--- src/rtl/wide_add_pkg.sv ---
// Shared definitions for the nibble-serial add/subtract sequencer:
// FSM state encoding and the datapath slice width.
package wide_add_pkg;

    localparam int NIB_W = 4;

    typedef enum logic [1:0] {
        IDLE = 2'd0,
        RUN  = 2'd1,
        DONE = 2'd2
    } state_t;

endpackage

--- src/rtl/ripple_carry_adder.sv ---
// Combinational NIB_W-bit ripple-carry adder; the one shared datapath slice
// that the sequencer steps across the operand nibbles.
module ripple_carry_adder
    import wide_add_pkg::*;
(
    input  logic [NIB_W-1:0] a,
    input  logic [NIB_W-1:0] b,
    input  logic             cin,
    output logic [NIB_W-1:0] sum,
    output logic             cout
);

    logic [NIB_W:0] carry;

    assign carry[0] = cin;

    generate
        for (genvar gi = 0; gi < NIB_W; gi++) begin : g_fa
            assign sum[gi]       = a[gi] ^ b[gi] ^ carry[gi];
            assign carry[gi + 1] = (a[gi] & b[gi]) | (carry[gi] & (a[gi] ^ b[gi]));
        end
    endgenerate

    assign cout = carry[NIB_W];

endmodule

--- src/rtl/wide_add_sequencer.sv ---
// Multi-cycle WIDTH-bit add/subtract built around one shared 4-bit adder,
// processing one nibble per clock LSB first, with valid/ready request/response.
module wide_add_sequencer
    import wide_add_pkg::*;
#(
    parameter int WIDTH = 16
) (
    input  logic             clk,
    input  logic             rst,
    input  logic             start_valid,
    output logic             start_ready,
    input  logic [WIDTH-1:0] op_a,
    input  logic [WIDTH-1:0] op_b,
    input  logic             cin,
    input  logic             sub,
    output logic             res_valid,
    input  logic             res_ready,
    output logic [WIDTH-1:0] result,
    output logic             cout,
    output logic             ovf
);

    localparam int NNIB  = WIDTH / NIB_W;
    localparam int IDX_W = (NNIB > 1) ? $clog2(NNIB) : 1;
    localparam logic [IDX_W-1:0] LAST_IDX = IDX_W'(NNIB - 1);

    state_t state_reg, state_next;

    logic [IDX_W-1:0] idx_reg;
    logic [WIDTH-1:0] a_reg;
    logic [WIDTH-1:0] b_reg;
    logic [WIDTH-1:0] result_reg;
    logic             carry_reg;
    logic             cout_reg;
    logic             ovf_reg;

    logic             accept;
    logic             last_pass;

    logic [NIB_W-1:0] a_nib [NNIB];
    logic [NIB_W-1:0] b_nib [NNIB];
    logic [NIB_W-1:0] add_a;
    logic [NIB_W-1:0] add_b;
    logic [NIB_W-1:0] add_sum;
    logic             add_cout;

    generate
        for (genvar gi = 0; gi < NNIB; gi++) begin : g_nib
            assign a_nib[gi] = a_reg[gi*NIB_W +: NIB_W];
            assign b_nib[gi] = b_reg[gi*NIB_W +: NIB_W];
        end
    endgenerate

    assign add_a = a_nib[idx_reg];
    assign add_b = b_nib[idx_reg];

    ripple_carry_adder u_adder (
        .a    (add_a),
        .b    (add_b),
        .cin  (carry_reg),
        .sum  (add_sum),
        .cout (add_cout)
    );

    assign accept    = start_valid && start_ready;
    assign last_pass = (state_reg == RUN) && (idx_reg == LAST_IDX);

    always_ff @(posedge clk or posedge rst) begin
        if (rst) begin
            state_reg <= IDLE;
        end else begin
            state_reg <= state_next;
        end
    end

    always_comb begin
        state_next  = state_reg;
        start_ready = 1'b0;
        res_valid   = 1'b0;
        unique case (state_reg)
            IDLE: begin
                start_ready = 1'b1;
                if (start_valid) begin
                    state_next = RUN;
                end
            end
            RUN: begin
                if (last_pass) begin
                    state_next = DONE;
                end
            end
            DONE: begin
                res_valid = 1'b1;
                if (res_ready) begin
                    state_next = IDLE;
                end
            end
            default: state_next = IDLE;
        endcase
    end

    // Subtraction is folded in at accept time: B is inverted once and the
    // carry flop seeded with 1, so RUN only ever adds.
    always_ff @(posedge clk or posedge rst) begin
        if (rst) begin
            idx_reg    <= '0;
            a_reg      <= '0;
            b_reg      <= '0;
            result_reg <= '0;
            carry_reg  <= 1'b0;
            cout_reg   <= 1'b0;
            ovf_reg    <= 1'b0;
        end else if (accept) begin
            a_reg     <= op_a;
            b_reg     <= op_b ^ {WIDTH{sub}};
            carry_reg <= sub | cin;
            idx_reg   <= '0;
        end else if (state_reg == RUN) begin
            for (int i = 0; i < NNIB; i++) begin
                if (idx_reg == IDX_W'(i)) begin
                    result_reg[i*NIB_W +: NIB_W] <= add_sum;
                end
            end
            carry_reg <= add_cout;
            if (last_pass) begin
                // idx parks on the last nibble; it is only cleared by the next accept
                cout_reg <= add_cout;
                ovf_reg  <= a_reg[WIDTH-1] ^ b_reg[WIDTH-1] ^ add_sum[NIB_W-1] ^ add_cout;
            end else begin
                idx_reg <= idx_reg + 1'b1;
            end
        end
    end

    assign result = result_reg;
    assign cout   = cout_reg;
    assign ovf    = ovf_reg;

endmodule

--- config.mk ---
export PLATFORM = sky130hd
export DESIGN_NAME = wide_add_sequencer
export DESIGN_NICKNAME = d
export VERILOG_FILES = /design/src/rtl/wide_add_pkg.sv /design/src/rtl/ripple_carry_adder.sv /design/src/rtl/wide_add_sequencer.sv
export SDC_FILE = /design/constraint.sdc
export NUM_CORES = 1
export LEC_CHECK = 0
export ABC_AREA = 1
export BUFFER_PORTS_ARGS = -buffer_cell sky130_fd_sc_hd__buf_2
export CAP_MARGIN = 20
export CORE_UTILIZATION = 44
export CTS_BUF_LIST = sky130_fd_sc_hd__clkbuf_2 sky130_fd_sc_hd__clkbuf_4 sky130_fd_sc_hd__clkbuf_8
export DETAILED_ROUTE_END_ITERATION = 16
export GPL_TIMING_DRIVEN = 1
export HOLD_SLACK_MARGIN = 0.1
export PLACE_DENSITY = 0.69
export SLEW_MARGIN = 20
export SYNTH_ARGS = -nofsm -noshare
export SYNTH_HDL_FRONTEND = slang
export SYNTH_SLANG_ARGS = --single-unit
--- constraint.sdc ---
create_clock -name clk -period 2.75 [get_ports clk]
set_input_delay 0.6875 -clock clk [delete_from_list [all_inputs] [get_ports clk]]
set_output_delay 0.6875 -clock clk [all_outputs]
set_load 0.005 [all_outputs]
# Word-level counts from Yosys, hierarchy flattened
# Index checks and enable logic that the tools add are counted.
# op_classes
add_sub_neg	1
order_cmp	1
eq_ne	9
mux	17
bitwise_logic	27
n_reduce_logical	12
# op_table
cell	count
AND reduction 3 bit	6
binary-select mux 4 bit (select 2 bit)	2
2-to-1 mux 4 bit	4
bitwise XOR 16 bit	1
2-to-1 mux 2 bit	6
bitwise XOR 1 bit	11
AND 1 bit	8
!= test 2 bit (second input constant)	4
== test 2 bit (second input constant)	3
case mux 2 bit (3 select lines)	1
bitwise OR 1 bit	5
== test 2 x 1 -> 1 bit (second input constant)	2
logical NOT 2 bit	2
2-to-1 mux 1 bit	4
>= comparator 3 bit (second input constant)	1
inverter 2 -> 3 bit	1
adder 2 x 1 -> 2 bit (second input constant)	1
logical AND 1 bit	2
AND reduction 2 bit	1
nonzero test 2 bit	1
inverter 1 bit	1
# totals
ff_bits	55
in_bits	38
out_inout_bits	20
elab_cells	78

# Logic depth before layout (Yosys ltp)
# Gate-level depths: netlist (run 1).
# logic_depth
word_depth	15
ltp_mapped	17
mapped_depth_nobuf	16

# By module
# A second synthesis (run 1) with hierarchy kept.
# unflattened
hier_cells	308
hier_area_um2	2728.9
# by_module_without_submodules
module	instances	cells_per_inst	area_each_um2	seq_area_each_um2
wide_add_sequencer	1	294	2611.3	1376.3
ripple_carry_adder	1	14	117.6	0.0

# Worst setup path after synthesis (run 1)
# No wires, ideal clock.
# synth_timing
path_kind	flip-flop to flip-flop
startpoint	register idx_reg[0]
endpoint	register ovf_reg, in the netlist ovf
setup_ns	0.117
arrival_time_ns	2.746
required_ns	2.633
slack_ns	-0.113
stages_incl_launch_ff	18
n_path_buf	1
path_cell_list	dfrtp_1 -> inv_1 -> buf_2 -> o21ai_0 -> o22ai_1 -> fa_1 -> inv_1 -> fa_1 -> inv_1 -> fa_1 -> inv_1 -> fa_1 -> inv_1 -> nand2_1 -> nand2_1 -> nand2_1 -> nand3_1 -> nand2_1
# synth_between
elab_chain_len	14
word_cells_on_any_way	29
# synth_lines
item	line	source
start, declared	wide_add_sequencer.sv:29	logic [IDX_W-1:0] idx_reg;
start signal, assigned	wide_add_sequencer.sv:130	idx_reg <= idx_reg + 1'b1;
inverter 2 -> 3 bit (not written as such)	wide_add_sequencer.sv:54, wide_add_sequencer.sv:55	
binary-select mux 4 bit (select 2 bit), on equally long branches	wide_add_sequencer.sv:54, wide_add_sequencer.sv:55	
2-to-1 mux 4 bit, on equally long branches (2 in a row)	wide_add_sequencer.sv:54, wide_add_sequencer.sv:55	
bitwise XOR 1 bit	ripple_carry_adder.sv:20	assign carry[gi + 1] = (a[gi] & b[gi]) | (carry[gi] & (a[gi] ^ b[gi]));
AND 1 bit	ripple_carry_adder.sv:20	
bitwise OR 1 bit	ripple_carry_adder.sv:20	
AND 1 bit	ripple_carry_adder.sv:20	
bitwise OR 1 bit	ripple_carry_adder.sv:20	
AND 1 bit	ripple_carry_adder.sv:20	
bitwise OR 1 bit	ripple_carry_adder.sv:20	
bitwise XOR 1 bit / AND 1 bit (equally long branches)	ripple_carry_adder.sv:19, ripple_carry_adder.sv:20	
bitwise XOR 1 bit / bitwise OR 1 bit (equally long branches)	wide_add_sequencer.sv:128, ripple_carry_adder.sv:20	
bitwise XOR 1 bit	wide_add_sequencer.sv:128	ovf_reg <= a_reg[WIDTH-1] ^ b_reg[WIDTH-1] ^ add_sum[NIB_W-1] ^ add_cout;
end signal, assigned	wide_add_sequencer.sv:128	
end, declared	wide_add_sequencer.sv:35	logic ovf_reg;
# Parallel ways exist; a longest one is shown, timed or not. The select of a mux whose other input is x is not followed.
# A chain may end at the register's enable or synchronous reset.

# Worst setup path after layout (run 1)
# Ends and elaborated chain as after synthesis.

==> results of run 1 <==
[area by class of cell]
type                    count  area share [%]
multi-input cells         219            36.6
repair buffers             70            12.1
clock inverters             3           0.632
clock buffers               5            2.17
inverters                  18            2.21
well taps                  72            2.84
flip-flops and latches     55            43.5
[metal layers]
layer | share of wire, % | up-vias | GRT usage, %
met1 | 45 | 965 | 24.8
met5 | 0 | - | 0
met4 | 2.1 | 0 | 8.57
met2 | 48 | 51 | 32.1
li1 | - | 1092 | -
met3 | 4.8 | 10 | 4.34
[logic make-up (layout without fill, tap and decap cells)]
logic type	Yosys count	in the layout	share of synthesized area (%)
and+or+nand+nor	136	136	19.6
AOI/OAI and AO/OA	59	59	12.1
DFF	55	55	51.6
buffers and inverters	31	96	6.53
xor gates and xnor gates	16	16	5.26
adders and majority gates	8	8	4.88
[worst reg2reg max path, delay by kind of cell (launching register included)]
| family | cells | cell delay (ps) |
|---|---|---|
| flops | 1 | 480 |
| buf+inv | 5 | 330 |
| compound gates | 2 | 250 |
| simple gates | 5 | 270 |
| fa+ha+maj | 4 | 1370 |
[power by group through the flow]
stage	clock network, mW	logic [mW]	registers (mW)
4_1_cts	0.461	2.20	1.44
2_1_floorplan	0	1.51	1.40
5_1_grt	0.493	2.58	1.50
6_report	0.449	2.25	1.45
3_5_place_dp	0	2.14	1.45
3_3_place_gp	0	2.08	1.44
[cells in the mapped netlist]
cell type	instances	share of area (%)
inv_1	17	2.4
nor2_2	2	0.47
buf_2	4	0.75
nand3_1	4	0.75
o31ai_1	1	0.28
dfrtp_1	55	52
o21ai_2	5	1.6
nand2_2	1	0.23
nor2_1	14	2.0
a21oi_1	6	1.1
o22ai_1	4	0.94
o21ai_0	39	7.3
inv_2	1	0.14
clkbuf_1	1	0.14
fa_1	4	3.0
buf_6	6	2.5
buf_4	2	0.56
nand2_1	115	16
o21ai_1	4	0.75
xnor2_1	16	5.3
ha_1	4	1.9
[stage by stage]
step / setup TNS [ps] / utilization (%)
finish: -53.3 / 55.8
global route: -493 / 55.8
CTS: 0 / 55.4
detailed placement: -184 / 53.2
global placement: 0 / 53.2
floorplan: -25.2 / -
[repair_timing]
| action | in CTS | in global routing |
|---|---|---|
| setup endpoints to repair | 5 | 5 |
| resized for setup | 10 | 11 |
| pin swaps | 3 | 5 |
| setup buffers | 2 | 0 |
| cloned | 0 | 0 |
[path summary, 6_finish.rpt]
path / start / to / slack, ps / cells past startpoint
min in group asynchronous: rst / result[2]$_DFFE_PP0P_ / 530 / 3
max in group asynchronous: rst / idx_reg[0]$_DFFE_PP0P_ / 1730 / 3
worst min-delay path: a_reg[6]$_DFFE_PP0P_ / a_reg[6]$_DFFE_PP0P_ / 480 / 2
worst max-delay path: idx_reg[0]$_DFFE_PP0P_ / ovf$_DFFE_PP0P_ / -50 / 16
worst max register to register: idx_reg[0]$_DFFE_PP0P_ / ovf$_DFFE_PP0P_ / -50 / 16
worst min register to register: a_reg[6]$_DFFE_PP0P_ / a_reg[6]$_DFFE_PP0P_ / 480 / 2
==> flow_summary.ini, run 1 <==
[floorplanning]
fp.coreArea_um2 = 5680
die_area_um2 = 6370
fp-row-count = 27
start_util_pct = 47.0
die_w_um = 79.8
io_pins = 58
fp.dieH_um = 79.8

[drt]
drt_iter0_drc = 72
drt_wl_total_um = 5500
ant_nets = 0
wl_per_cell_um = 12.4
via_per_inst = 4.79
post-route-drc-count = 0
vias = 2118
dr.pass1.iters = 4

[power]
p_int_mw = 2.28
combPwrFrac_pct = 54.3
vdd_drop_max_uv = 685
seq_power_share_pct = 34.9
pwr-share-clk_pct = 10.8
swShare_pct = 45.0
total_power_mw = 4.15
p_leak_nw = 1.62
switchingPower_mw = 1.87
cellPowerDensity_nw_per_um2 = 1310

[critical_path]
path_delay_family = adder cells
crit_path_top_delay_cell = dfrtp_2
cp-start-kind = flop
cp_data_required_time_ps = 2970
cp_max_fo = 7
cp_num_buf_inv = 5
crit_path_cell_trace = inv_4 -> o21ai_2 -> o22ai_2 -> fa_2 -> inv_2 -> fa_2 -> inv_2 -> fa_2 -> inv_2 -> fa_2 -> inv_2 -> nand2_1 -> nand2_1 -> nand2_1 -> nand3_2 -> nand2_1
max_stage_delay_ps = 480
path_class = reg2reg
arrival_ps = 3020
crit_path_end_kind = flop

[layout]
final_cell_mix = nand2_1 (115), buf_2 (57), dfrtp_1 (54), o21ai_0 (33), xnor2_1 (16)
diodes = 0
areaGrowthSynthToFinish_pct = 18.9
multi_input_area_um2 = 1160
ff_latch_area_um2 = 1380
stdcell_count = 442
layout_commonest_cell = nand2_1
fin_nets = 415
fillers = 558
post-route-cell-area_um2 = 3170
drive_gt1_share_pct = 28.9

[sta]
grt_setup_unrepaired = true
setup_ws_ps = -53.3
fin_skew_ps = 9.05
fmax_ghz = 0.357
hold_violations = 0
worst_pin_slew_ps = 679
max_slew_margin_pct = 54.7
finalCritPeriodShare_pct = 102
period_minus_slack_ps = 2800
holdWs_ps = 484
final_max_slew_viol_count = 0
finalSetupViolCount = 1

[clocking]
cts_tree = built
cts-buffers-inserted = 5
cts_root_buf = clkbuf_8
clock_path_buffers = 2
htree_levels = 2
cts_sinks = 55
clkTransAtPathRegs_ps = 100
hold_buffers = 0
clkLatencyLatePin_ps = 320

[synth]
ys_seq_elements = 55
synth_nets = 351
synth_area_um2 = 2670
yosysWarnings = 0
postSynthCellCount = 305
synth-seq-area-share_pct = 51.6
synthDistinctLibCells = 21
synth.avg_cell_area_um2 = 8.74

[grt]
grt_pass1_wl_um = 9500
antenna_found_initial = 0
overflow = 0
grt_use_total_pct = 19.6
grt_max_degree = 56
grt_pass1_vias = 2112

[place]
hpwl_um = 3950
dp_cells = 432
dp_slack_ps = -94.2
dpl_cell_area_um2 = 3020
port_buffers = 57
gp_congestion = 0.877

[run_status]
status = finished, violations left
violations = negative setup slack

[min_path]
min-delay-path-class = reg2reg

[run]
maxCapViolations = 0
Power figures use the tool's default switching activity.
==> inputs of run 2 (changes only) <==
--- a/config.mk
+++ b/config.mk
@@ -8,12 +8,15 @@
 export ABC_AREA = 1
 export BUFFER_PORTS_ARGS = -buffer_cell sky130_fd_sc_hd__buf_2
 export CAP_MARGIN = 20
+export CORE_MARGIN = 2
 export CORE_UTILIZATION = 44
 export CTS_BUF_LIST = sky130_fd_sc_hd__clkbuf_2 sky130_fd_sc_hd__clkbuf_4 sky130_fd_sc_hd__clkbuf_8
 export DETAILED_ROUTE_END_ITERATION = 16
 export GPL_TIMING_DRIVEN = 1
 export HOLD_SLACK_MARGIN = 0.1
+export MAX_ROUTING_LAYER = met4
 export PLACE_DENSITY = 0.69
+export SETUP_SLACK_MARGIN = 0.02
 export SLEW_MARGIN = 20
 export SYNTH_ARGS = -nofsm -noshare
 export SYNTH_HDL_FRONTEND = slang
==> flow_summary.ini, run 2 (synthesis results as in run 1) <==
[run_status]
status = complete, no violations

[layout]
final_cell_mix = nand2_1 (114), buf_2 (57), dfrtp_1 (53), o21ai_0 (32), buf_4 (18)
fin_nets = 421
drive_gt1_share_pct = 30.6
fillers = 565
diodes = 0
areaGrowthSynthToFinish_pct = 22.6
stdcell_count = 451
layout_commonest_cell = nand2_1
post-route-cell-area_um2 = 3270

[floorplanning]
fp.coreArea_um2 = 5890
die_area_um2 = 6700
start_util_pct = 45.3
die_w_um = 81.8
fp-row-count = 28
io_pins = 58
fp.dieH_um = 81.8

[place]
dp_slack_ps = -69.1
port_buffers = 57
hpwl_um = 4230
dp_cells = 437
gp_congestion = 0.822
dpl_cell_area_um2 = 3040

[sta]
worst_pin_slew_ps = 683
fmax_ghz = 0.364
max_slew_margin_pct = 54.4
period_minus_slack_ps = 2750
hold_violations = 0
finalCritPeriodShare_pct = 100
fin_skew_ps = 9.78
holdWs_ps = 481
setup_ws_ps = 0.964
final_max_slew_viol_count = 0
grt_setup_unrepaired = true
finalSetupViolCount = 0

[clocking]
clkTransAtPathRegs_ps = 100
cts_root_buf = clkbuf_8
cts-buffers-inserted = 5
clock_path_buffers = 2
hold_buffers = 0
cts_sinks = 55
cts_tree = built
htree_levels = 2
clkLatencyLatePin_ps = 310

[power]
p_leak_nw = 1.67
vdd_drop_max_uv = 709
cellPowerDensity_nw_per_um2 = 1330

[drt]
dr.pass1.iters = 4
drt_wl_total_um = 5700
vias = 2206
wl_per_cell_um = 12.6
drt_iter0_drc = 104
via_per_inst = 4.89
post-route-drc-count = 0
ant_nets = 0

[critical_path]
cp-start-kind = flop
crit_path_end_kind = flop
cp_max_fo = 8
path_class = reg2reg
arrival_ps = 2950
cp_data_required_time_ps = 2950

[run]
maxCapViolations = 0

[grt]
grt_pass1_vias = 1986
grt_use_total_pct = 18.5
grt_pass1_wl_um = 9110
antenna_found_initial = 0
overflow = 0
grt_max_degree = 34

[min_path]
min-delay-path-class = in2async
[run 2: path summary, 6_finish.rpt]
| check | cells after the start | from | end | slack (ps) |
|---|---|---|---|---|
| max | 16 | idx_reg[0]$_DFFE_PP0P_ | ovf$_DFFE_PP0P_ | 1 |
| min | 2 | rst | b_reg[12]$_DFFE_PP0P_ | 480 |
| max reg2reg | 16 | idx_reg[0]$_DFFE_PP0P_ | ovf$_DFFE_PP0P_ | 1 |
| min reg2reg | 2 | result[8]$_DFFE_PP0P_ | result[8]$_DFFE_PP0P_ | 490 |
| max in group asynchronous | 3 | rst | idx_reg[0]$_DFFE_PP0P_ | 1620 |
| min in group clk | 2 | result[8]$_DFFE_PP0P_ | result[8]$_DFFE_PP0P_ | 490 |
[run 2: area by class of cell]
type,count,area (µm²),area share [%]
Sequential cell,55,1380,42.2
Multi-Input combinational cell,219,1170,35.8
Timing Repair Buffer,76,435,13.3
Tap cell,75,93.8,2.87
Clock buffer,6,82.6,2.53
Inverter,18,72.6,2.22
Clock inverter,2,35.0,1.07
[run 2: worst max-delay path: stages (launching register included)]
cell	delay [ps]
dfrtp_2	470
clkinv_4	120
o21ai_2	160
o22ai_2	80
fa_2	340
inv_2	60
fa_2	180
inv_2	40
fa_2	320
inv_2	70
fa_2	450
inv_2	80
nand2_1	40
nand2_1	60
nand2_1	50
nand3_1	60
nand2_1	50
[run 2: per-layer routing]
metal	share of wire (%)	up-vias	global-route usage [%]	routed length, µm
li1	-	1107	-	-
met4	1.4	0	6.00	78
met5	0	-	-	0
met2	46	60	29.4	2650
met3	4.9	8	3.52	278
met1	47	1031	23.9	2690
[run 2: power by group]
part | switching, mW | total (mW) | leakage (nW) | internal [mW]
sequential | 0.257 | 1.45 | 0.686 | 1.20
combinational | 1.38 | 2.35 | 0.926 | 0.974
clock | 0.254 | 0.549 | 0.0612 | 0.295
total | 1.89 | 4.36 | 1.67 | 2.47
[run 2: per-stage QoR]
stage	setup TNS (ps)	power [mW]	utilization (%)
5_1_grt	-117	4.74	55.5
2_1_floorplan	-25.2	2.91	-
3_5_place_dp	-135	3.59	51.7
3_3_place_gp	0	3.52	51.7
6_report	0	4.36	55.5
4_1_cts	0	4.17	54.0
[run 2: timing repair]
item                                    in CTS  in global routing
pin swaps                                    1                  5
hold endpoints to repair                     0                  0
endpoints found under the setup margin       5                  5
gates resized for setup                      7                 21
setup buffers                                1                  5
==> inputs of run 3 (changes only) <==
--- a/config.mk
+++ b/config.mk
@@ -9,13 +9,13 @@
 export BUFFER_PORTS_ARGS = -buffer_cell sky130_fd_sc_hd__buf_2
 export CAP_MARGIN = 20
 export CORE_MARGIN = 2
-export CORE_UTILIZATION = 44
+export CORE_UTILIZATION = 23
 export CTS_BUF_LIST = sky130_fd_sc_hd__clkbuf_2 sky130_fd_sc_hd__clkbuf_4 sky130_fd_sc_hd__clkbuf_8
 export DETAILED_ROUTE_END_ITERATION = 16
 export GPL_TIMING_DRIVEN = 1
 export HOLD_SLACK_MARGIN = 0.1
 export MAX_ROUTING_LAYER = met4
-export PLACE_DENSITY = 0.69
+export REMOVE_ABC_BUFFERS = 1
 export SETUP_SLACK_MARGIN = 0.02
 export SLEW_MARGIN = 20
 export SYNTH_ARGS = -nofsm -noshare
==> flow_summary.ini, run 3 (synthesis results as in run 1) <==
[run_status]
status = complete, no violations

[clocking]
cts_root_buf = clkbuf_8
clock_path_buffers = 2
hold_buffers = 0
htree_levels = 2
cts-buffers-inserted = 5
cts_tree = built
clkTransAtPathRegs_ps = 90
clkLatencyLatePin_ps = 310
cts_sinks = 55

[drt]
wl_per_cell_um = 12.4
drt_wl_total_um = 6340
post-route-drc-count = 0
via_per_inst = 4.15
drt_iter0_drc = 118
ant_nets = 0
vias = 2120
dr.pass1.iters = 4

[layout]
multi_input_area_um2 = 1160
ff_latch_area_um2 = 1380
fillers = 1239
final_cell_mix = nand2_1 (115), buf_2 (57), dfrtp_1 (53), o21ai_0 (33), xnor2_1 (16)
post-route-cell-area_um2 = 3250
layout_commonest_cell = nand2_1
diodes = 0
fin_nets = 413
drive_gt1_share_pct = 28.5
areaGrowthSynthToFinish_pct = 21.8

[critical_path]
r2r_start = idx_reg[0]$_DFFE_PP0P_
cp-start-kind = flop
rr_worst_depth = 16
rr_endpoint = ovf$_DFFE_PP0P_
crit_path_end_kind = flop
r2r_setup_slack_ps = 40
arrival_ps = 2910
cp_max_fo = 5
cp_data_required_time_ps = 2950
path_class = reg2reg

[sta]
fmax_ghz = 0.369
holdWs_ps = 472
period_minus_slack_ps = 2710
setup_tns_ps = 0
max_slew_margin_pct = 55.3
final_max_slew_viol_count = 0
worst_pin_slew_ps = 670
hold_violations = 0
grt_setup_unrepaired = true
finalSetupViolCount = 0
fin_skew_ps = 7.48
finalCritPeriodShare_pct = 98.7

[run]
maxCapViolations = 0

[floorplanning]
fp.coreArea_um2 = 11400
die_w_um = 112
io_pins = 58
die_area_um2 = 12500
start_util_pct = 23.4
fp-row-count = 39
fp.dieH_um = 112

[grt]
grt_pass1_vias = 2158
antenna_found_initial = 0
overflow = 0
grt_pass1_wl_um = 10600
grt_max_degree = 35
grt_use_total_pct = 10.8

[place]
port_buffers = 57
gp_congestion = 0.801
dpl_cell_area_um2 = 3100
hpwl_um = 4860

[min_path]
min-delay-path-class = in2async

[power]
vdd_drop_max_uv = 463
p_leak_nw = 1.62
cellPowerDensity_nw_per_um2 = 1300
==> run 3: changes by cell type in the layout (fill, tap and decap cells not counted), sizes merged <==
cell    delta
clkinv     -1
clkbuf     +1
bufinv     -1
inv        +1
buf        -8
==> run 3: where the power goes <==
group / switching [mW] / total (mW) / internal (mW)
clock network: 0.254 / 0.453 / 0.199
registers: 0.260 / 1.46 / 1.20
logic: 1.38 / 2.31 / 0.934
==> run 3: final cells by class <==
type | instances | area share, %
sequential | 55 | 42.5
multi-input combinational | 219 | 35.6
timing repair buffer | 68 | 11.6
tap | 143 | 5.51
clock buffer | 7 | 2.58
inverter | 18 | 2.08
clock inverter | 1 | 0.154
==> run 3: metal layers <==
layer  up-vias  GRT usage, %  routed length [µm]
met4         0          2.22                  59
met3         9          2.61                 289
met1       972          14.4                3180
met5         -             -                   0
met2        54          17.0                2810
li1       1085             -                   -
==> run 3: stage by stage <==
stage / instances / power, mW / worst slack, ps / utilization (%)
4_1_cts: 511 / 4.22 / -36.5 / 28.4
3_5_place_dp: 502 / 3.59 / -133 / 27.2
6_report: 511 / 4.22 / 36.6 / 28.6
3_3_place_gp: 502 / 3.50 / -11.2 / 27.2
5_1_grt: 511 / 4.68 / -87.3 / 28.6
2_1_floorplan: 292 / 2.76 / -380 / -
==> run 3: worst max path at each step <==
stage                                 from              end  slack (ps)  depth (start not counted)
CTS                 idx_reg[0]$_DFFE_PP0P_  ovf$_DFFE_PP0P_         -40                         16
global placement    idx_reg[0]$_DFFE_PP0P_  ovf$_DFFE_PP0P_         -10                         16
floorplan           idx_reg[0]$_DFFE_PP0P_  ovf$_DFFE_PP0P_        -380                         16
detailed placement  idx_reg[0]$_DFFE_PP0P_  ovf$_DFFE_PP0P_        -130                         16
global route        idx_reg[0]$_DFFE_PP0P_  ovf$_DFFE_PP0P_         -90                         16
finish              idx_reg[0]$_DFFE_PP0P_  ovf$_DFFE_PP0P_          40                         16
==> run 3: worst max-delay path, stage by stage (launching register included) <==
cell     delay (ps)
dfrtp_2         450
buf_4           160
nor2_2           80
o22ai_2          80
fa_2            340
inv_2            60
fa_2            190
inv_2            40
fa_2            330
inv_2            60
fa_2            470
inv_2            80
nand2_1          50
nand2_1          60
nand2_1          50
nand3_1          60
nand2_1          40
==> run 3: timing repair <==
action | in CTS | in global routing
gates resized for setup | 19 | 9
pin swaps | 4 | 3
endpoints found under the setup margin | 5 | 5
setup buffers | 1 | 0
